<file path="src/rtl/store_queue_pkg.sv">
// Shared types and constants for the store queue and its users (RS/ROB size
// their store-index fields from NUM_SQ_ENTRIES).
package store_queue_pkg;

    localparam int XLEN           = 32;
    localparam int NUM_SQ_ENTRIES = 8;

    typedef enum logic [1:0] {
        BYTE   = 2'h0,
        HALF   = 2'h1,
        WORD   = 2'h2,
        DOUBLE = 2'h3
    } MEM_SIZE;

    typedef struct packed {
        logic            filled;
        logic [XLEN-1:0] addr;
        logic [63:0]     prev_dword;
        MEM_SIZE         size;
        logic [XLEN-1:0] data;
    } SQ_ENTRY;

    // Double-word aligned form of a byte address.
    function automatic logic [XLEN-1:0] dword_align(input logic [XLEN-1:0] addr);
        return {addr[XLEN-1:3], 3'b000};
    endfunction

endpackage

</file>
<file path="src/rtl/store_queue_merge.sv">
// Combinational store merge: overlays the store data onto the double word
// previously read from the same address.
module store_merge
    import store_queue_pkg::*;
(
    input  logic [63:0]     prev_dword_i,
    input  logic [2:0]      offset_i,
    input  MEM_SIZE         size_i,
    input  logic [XLEN-1:0] data_i,
    output logic [63:0]     merged_o
);

    // Low offset bits below the access size are ignored (natural alignment).
    // DOUBLE is not a legal store size with 32-bit data; it leaves prev unchanged.
    always_comb begin
        merged_o = prev_dword_i;
        case (size_i)
            BYTE:    merged_o[{offset_i, 3'b000} +: 8]          = data_i[7:0];
            HALF:    merged_o[{offset_i[2:1], 4'b0000} +: 16]   = data_i[15:0];
            WORD:    merged_o[{offset_i[2], 5'b00000} +: 32]    = data_i[31:0];
            default: merged_o = prev_dword_i;
        endcase
    end

endmodule

</file>
<file path="src/rtl/store_queue.sv">
// In-order store queue: allocate at dispatch, fill from the store FU, commit at
// retire, drain committed entries one at a time to the dcache write port.
// Pointers carry a wrap bit so full/empty need no extra counter.
module store_queue
    import store_queue_pkg::*;
#(
    parameter int SQ_DEPTH = NUM_SQ_ENTRIES,
    parameter int IDX_W    = $clog2(SQ_DEPTH)
) (
    input  logic             clock,
    input  logic             reset,

    input  logic             alloc_en,
    output logic [IDX_W-1:0] alloc_idx,
    output logic             sq_full,
    output logic             sq_empty,

    input  logic             fill_en,
    input  logic [IDX_W-1:0] fill_idx,
    input  logic [XLEN-1:0]  fill_addr,
    input  logic [63:0]      fill_prev_dword,
    input  MEM_SIZE          fill_size,
    input  logic [XLEN-1:0]  fill_data,

    input  logic             commit_en,
    output logic             commit_ready,

    input  logic             flush,

    output logic             store2Dcache_en,
    output logic [XLEN-1:0]  store2Dcache_addr,
    output logic [63:0]      store2Dcache_data,
    input  logic             Dcache_wr_ack
);

    localparam int               PTR_W   = IDX_W + 1;
    localparam logic [PTR_W-1:0] PTR_ONE = PTR_W'(1);

    logic [PTR_W-1:0] head_q, head_d;
    logic [PTR_W-1:0] cmt_q,  cmt_d;
    logic [PTR_W-1:0] tail_q, tail_d;

    SQ_ENTRY entries_q [SQ_DEPTH];

    logic [IDX_W-1:0] head_idx, cmt_idx, tail_idx;
    logic             do_alloc, do_fill, do_commit, do_ack;
    logic [63:0]      merged_dword;

    assign head_idx = head_q[IDX_W-1:0];
    assign cmt_idx  = cmt_q[IDX_W-1:0];
    assign tail_idx = tail_q[IDX_W-1:0];

    // Status is derived from registered pointers only, so a same-cycle ack
    // never lets an alloc into a full queue.
    assign sq_empty     = (tail_q == head_q);
    assign sq_full      = (tail_q[IDX_W] != head_q[IDX_W]) && (tail_idx == head_idx);
    assign alloc_idx    = tail_idx;
    assign commit_ready = (cmt_q != tail_q) && entries_q[cmt_idx].filled;

    assign do_alloc  = alloc_en && !sq_full && !flush;
    assign do_fill   = fill_en && !flush;
    assign do_commit = commit_en && commit_ready;
    assign do_ack    = store2Dcache_en && Dcache_wr_ack;

    // Next pointers: commit is applied before flush so tail lands just past
    // any store retiring in the flush cycle.
    always_comb begin
        head_d = head_q;
        cmt_d  = cmt_q;
        tail_d = tail_q;
        if (do_alloc) begin
            tail_d = tail_q + PTR_ONE;
        end
        if (do_commit) begin
            cmt_d = cmt_q + PTR_ONE;
        end
        if (do_ack) begin
            head_d = head_q + PTR_ONE;
        end
        if (flush) begin
            tail_d = cmt_d;
        end
    end

    // Pointer registers.
    always_ff @(posedge clock) begin
        if (reset) begin
            head_q <= '0;
            cmt_q  <= '0;
            tail_q <= '0;
        end else begin
            head_q <= head_d;
            cmt_q  <= cmt_d;
            tail_q <= tail_d;
        end
    end

    // Entry storage: alloc clears the filled flag, fill writes the payload.
    always_ff @(posedge clock) begin
        if (reset) begin
            for (int i = 0; i < SQ_DEPTH; i++) begin
                entries_q[i] <= '0;
            end
        end else begin
            if (do_alloc) begin
                entries_q[tail_idx].filled <= 1'b0;
            end
            if (do_fill) begin
                entries_q[fill_idx] <= '{
                    filled:     1'b1,
                    addr:       fill_addr,
                    prev_dword: fill_prev_dword,
                    size:       fill_size,
                    data:       fill_data
                };
            end
        end
    end

    store_merge u_merge (
        .prev_dword_i (entries_q[head_idx].prev_dword),
        .offset_i     (entries_q[head_idx].addr[2:0]),
        .size_i       (entries_q[head_idx].size),
        .data_i       (entries_q[head_idx].data),
        .merged_o     (merged_dword)
    );

    // Write request comes straight from the head entry; address and data are
    // forced to zero while idle so the port is quiet after reset.
    assign store2Dcache_en   = (head_q != cmt_q);
    assign store2Dcache_addr = store2Dcache_en ? dword_align(entries_q[head_idx].addr) : '0;
    assign store2Dcache_data = store2Dcache_en ? merged_dword : '0;

endmodule

</file>
<file path="config.mk">
export PLATFORM = sky130hd
export DESIGN_NAME = store_queue
export DESIGN_NICKNAME = d
export VERILOG_FILES = /design/src/rtl/store_queue_pkg.sv /design/src/rtl/store_queue_merge.sv /design/src/rtl/store_queue.sv
export SDC_FILE = /design/constraint.sdc
export NUM_CORES = 2
export LEC_CHECK = 0
export CAP_MARGIN = 40
export CORE_MARGIN = 3
export CORE_UTILIZATION = 29
export DETAILED_ROUTE_END_ITERATION = 6
export GPL_ROUTABILITY_DRIVEN = 0
export PLACE_DENSITY = 0.53
export SLEW_MARGIN = 20
export SYNTH_ARGS = -nofsm -noshare
export SYNTH_HDL_FRONTEND = slang
export SYNTH_SLANG_ARGS = --single-unit
</file>
<file path="constraint.sdc">
create_clock -name clock -period 21.8 [get_ports clock]
set_input_delay 3.27 -clock clock [delete_from_list [all_inputs] [get_ports clock]]
set_output_delay 3.27 -clock clock [all_outputs]
set_load 0.005 [all_outputs]
</file>
# --- After elaboration in Yosys (flattened, before gate mapping) ---
# Memories as Yosys holds them, arrays and structs flattened. A register that Yosys moved wholly into a read port is not among the register bits.
# Cells that the tools add are included.
word_totals:
  reg_bits: 12
  ram_bits: 1048
  in_bits: 140
  n_memories: 1
mem_list:
  columns: ["memory", "depth", "width", "read_ports", "rd_clocked_by_memory_dff", "wr", "line_no", "source"]
  rows:
  - ["entries_q", 8, 131, 2, 2, 8, "store_queue.sv:43", "SQ_ENTRY entries_q [SQ_DEPTH];"]
op_classes:
  n_addsub: 6
  n_eq_ne: 7
  shifts: 6
  muxes: 26
  n_reduce_logical: 13
op_table:
  columns: ["operator", "n"]
  rows:
  - ["2-to-1 mux 131 bit", 2]
  - ["OR reduction 131 bit", 2]
  - ["bitwise mux 64 bit", 3]
  - ["one-hot mux 64 bit (3 select lines)", 1]
  - ["2-to-1 mux 64 bit", 1]
  - ["variable shift 16 x 8 -> 64 bit, first input constant", 1]
  - ["variable shift 32 x 8 -> 64 bit, first input constant", 1]
  - ["variable shift 8 x 8 -> 64 bit, first input constant", 1]
  - ["variable part select 16 x 8 -> 64 bit", 1]
  - ["variable part select 32 x 8 -> 64 bit", 1]
  - ["variable part select 8 x 8 -> 64 bit", 1]
  - ["2-to-1 mux 32 bit", 1]
  - ["negation 6 -> 8 bit", 3]
  - ["2-to-1 mux 3 bit", 5]
  - ["adder 4 x 1 -> 4 bit, second input constant", 3]
  - ["2-to-1 mux 4 bit", 3]
  - ["2-to-1 mux 1 bit", 9]
  - ["inequality test 4 bit", 2]
  - ["logical AND 1 bit", 7]
  - ["equality test 4 bit", 1]
  - ["equality test 3 bit", 1]
  - ["equality test 2 x 1 -> 1 bit, second input constant", 1]
  - ["equality test 2 bit, second input constant", 1]
  - ["zero test 1 bit", 2]
  - ["4 further kinds", 4]

# --- Longest topological paths before layout ---
logic_depth:
  word_depth: 10
  ltp_mapped: 15
  mapped_depth_nobuf: 12

# --- By module ---
# A second synthesis with hierarchy kept.
hier_totals:
  hier_cells: 3251
  area_unflattened_um2: 49982.9
by_module_without_submodules:
  columns: ["mod", "n_inst", "cells_per_inst", "area_per_inst_um2", "seq_area_each_um2"]
  rows:
  - ["store_queue", 1, 2919, 47653.2, 31690.4]
  - ["store_merge", 1, 332, 2329.7, 0.0]

# --- Worst setup path after synthesis ---
# No wires, ideal clock.
synth_timing:
  kind: "input port to flip-flop"
  from: "in flush"
  to: "mem entries_q[3][0] in the netlist's numbering (enable)"
  setup_ps: 799
  arrival_ps: 12763
  path_slack_ps: 8238
  cell_stages: 3
  cell_sequence: "nor2_1 -> nand3_1 -> o21ai_0"
synth_rtl:
  columns: ["element", "line_no", "source"]
  rows:
  - ["from (decl)", "store_queue.sv:28", "input logic flush,"]
  - ["to (decl)", "store_queue.sv:43", null]

==> impl_metrics.tcl <==
set metrics [dict create \
    period_minus_slack_ps 9960 \
    die_x_um 423 \
    setup_viol 0 \
    hold_slack_ps 495 \
    top_usage_layer "met2" \
    grt_use_met1_pct 22.1 \
    syn_area_mm2 0.0503 \
    switching_share_pct 23.2 \
    multiInputGateArea_mm2 0.0177 \
    utilization_pct 34.5 \
    grt_pass1_vias 30300 \
    clkTransAtPathRegs_ps 60 \
    maxSlewHeadroom_pct 10.1 \
    fin_tns_setup_ps 0 \
    layout-drive-gt1-share_pct 16.1 \
    grt_pass1_wl_mm 231 \
    dieHeight_um 423 \
    clk_latency_ps 750 \
    tritoncts "yes" \
    nNetsFinal 3737 \
    use_met3_pct 2.74 \
    startpoint_type "flop" \
    crit_path_max_incr_delay_ps 830 \
    vias_per_cell 4.88 \
    coreArea_mm2 0.172 \
    firstDrtPassIters 5 \
    synth-edff-count 1040 \
    clockRootBuffer "clkbuf_16" \
    critPathArrivalTime_ps 6690 \
    numCtsBuffers 117 \
    final_cell_mix "and2_1 (1043), edfxtp_1 (1040), mux4_2 (254)" \
    syn_inst 3383 \
    layout_commonest_cell "and2_1" \
    first_iter_violations 2573 \
    drt_wl_total_mm 160 \
    antenna_found_initial 36 \
    dp.final_hpwl_mm 95.4 \
    ys_ff_latch 1063 \
    initial_core_util_pct 29.2 \
    end_kind "output port" \
    p_int_uw 3510 \
    synth-main-ff-cell "edfxtp_1" \
    drc 0 \
    p_clk_share_pct 41.1 \
    vias 29300 \
    switching_power_uw 1060 \
    dpl_cell_area_mm2 0.0558 \
    htree_levels 3 \
    crit_fanout 34 \
    areaGrowthSynthToFinish_pct 18.1 \
    cts_resized 0 \
    globalRouteMet2Util_pct 31.2 \
    yosysWarningCount 0 \
    comb_power_share_pct 6.7 \
    cp_cell_sequence "buf_4 -> mux2i_1 -> a22oi_1 -> and2_1 -> inv_1 -> ha_1 -> ha_1 -> nor3b_1 -> nand3_1 -> mux2i_1 -> a221oi_1 -> a221oi_1 -> clkdlybuf4s50_1" \
    port_buffers 239 \
    seqPwrFrac_pct 52.1 \
    core.rowCount 152 \
    fin_area_mm2 0.0595 \
    io_pins 243 \
    r2r_setup_slack_ps 19170 \
    slowest_stage "a221oi_1" \
    grt_max_degree 133 \
    ir_drop_v 0.0000678 \
    clk_path_buf_depth 3 \
    path_class "reg2out" \
    cp.required_ps 18530 \
    drv_slew 0 \
    hold_violations 0 \
    syn_avg_cell_area_um2 14.9 \
    skew_ps 6.87 \
    post_drt_wl_per_cell_um 26.7 \
    fillers 16500 \
    dieArea_mm2 0.179 \
    cts_setup_buffers 0 \
    grt.total_usage_pct 17.8 \
    ant_nets 0 \
    status "finished, final reports clean" \
    cts_sinks 1063 \
    hp-class "reg2reg" \
    synth-async-reset-ratio_pct 0 \
    ys_seq_area_share_pct 63.0 \
    p_leak_uw 0.0194 \
    yosysUniqueCellTypes 63 \
    power_density_mw_per_mm2 77.0 \
    tightestPinTransition_ps 1350 \
    period_share_pct 45.7 \
    maxCapViolations 0 \
    grt.overflow.total 0 \
    fmax_ghz 0.100 \
    seq_area_mm2 0.0317 \
    cts_hold_buf 0 \
    rsz0062_at_grt "false" \
]
==> per-layer routing <==
| metal | share of wire (%) | vias up |
|---|---|---|
| li1 | - | 13000 |
| met1 | 40 | 15200 |
| met2 | 52 | 832 |
| met3 | 4.6 | 277 |
| met4 | 3.6 | 10 |
| met5 | 0.050 | - |
==> state kept, by name, indices dropped and copies added (netlist names), named ones only <==
| name | flops |
|---|---|
| entries_q | 1048 |
| cmt_q | 4 |
| tail_q | 4 |
| head_q | 4 |
==> synthesized netlist by cell type (10+ instances only) <==
master / number / area [um2]
a211oi_1: 11 / 82.6
a21oi_1: 69 / 345
a221oi_1: 24 / 210
a22oi_1: 13 / 97.6
and2_1: 1043 / 6530
buf_2: 31 / 155
buf_4: 21 / 158
clkbuf_1: 190 / 713
dfxtp_1: 23 / 460
edfxtp_1: 1040 / 31200
ha_1: 10 / 125
inv_1: 14 / 52.6
mux2_2: 37 / 417
mux2i_1: 140 / 1400
mux4_2: 254 / 5720
nand2_1: 58 / 218
nand3_1: 44 / 220
nor2_1: 97 / 364
nor3_1: 13 / 65.1
o21ai_0: 62 / 310
o221ai_1: 15 / 131
o22ai_1: 31 / 194
or3_1: 10 / 62.6
xnor2_1: 13 / 114
==> layout make-up <==
| cell class | count | share of cell area [%] |
|---|---|---|
| clock inverter | 56 | 0.770 |
| sequential | 1063 | 53.3 |
| clock buffer | 159 | 5.24 |
| antenna | 13 | 0.0547 |
| timing repair buffer | 337 | 5.96 |
| tap | 2310 | 4.86 |
| inverter | 15 | 0.0947 |
| multi-input combinational | 2053 | 29.7 |
==> through the flow <==
stage                     setup WS, ps  total power [uW]  cells
after global placement           12500              2730   5751
final                            11840              4580   6006
after CTS                        11730              4630   5990
after detailed placement         12560              2740   5775
after floorplan                   8240              2600   3385
after global routing             11370              4730   6000
==> power by group through the flow <==
| stage | combinational, uW | sequential (uW) | clock [uW] |
|---|---|---|---|
| floorplan | 158 | 2440 | 0 |
| global placement | 304 | 2430 | 0 |
| detailed placement | 312 | 2430 | 0 |
| CTS | 313 | 2390 | 1930 |
| global route | 331 | 2400 | 2010 |
| finish | 308 | 2380 | 1880 |
==> logic make-up after synthesis <==
group / share of synthesized area, %
AND/OR/NAND/NOR: 15.2
flip-flops: 63.0
multiplexers: 15.0
AO/OA/AOI/OAI: 3.83
buffers and inverters: 2.32
XOR/XNOR: 0.365
adder cells (fa/ha/maj): 0.249
other: 0.00745
==> path summary, 6_finish.rpt <==
path	from	endpoint	depth (start not counted)
worst max register to register	cmt_q[0]	flop	6
worst min register to register	entries_q[2][130]	entries_q[2][130]	1
worst max-delay path	flop	store2Dcache_data[43]	13
worst min-delay path	entries_q[2][130]	entries_q[2][130]	1
==> critical path, delay by kind of cell, from the launching register on <==
family	cells	cell delay, ps
flip-flops	1	780
AND/OR/NAND/NOR	3	1150
multiplexers	2	500
AO/OA/AOI/OAI	3	1400
adder cells (fa/ha/maj)	2	580
buffers and inverters	3	1480
No activity file was read; power rests on OpenSTA's default activity.
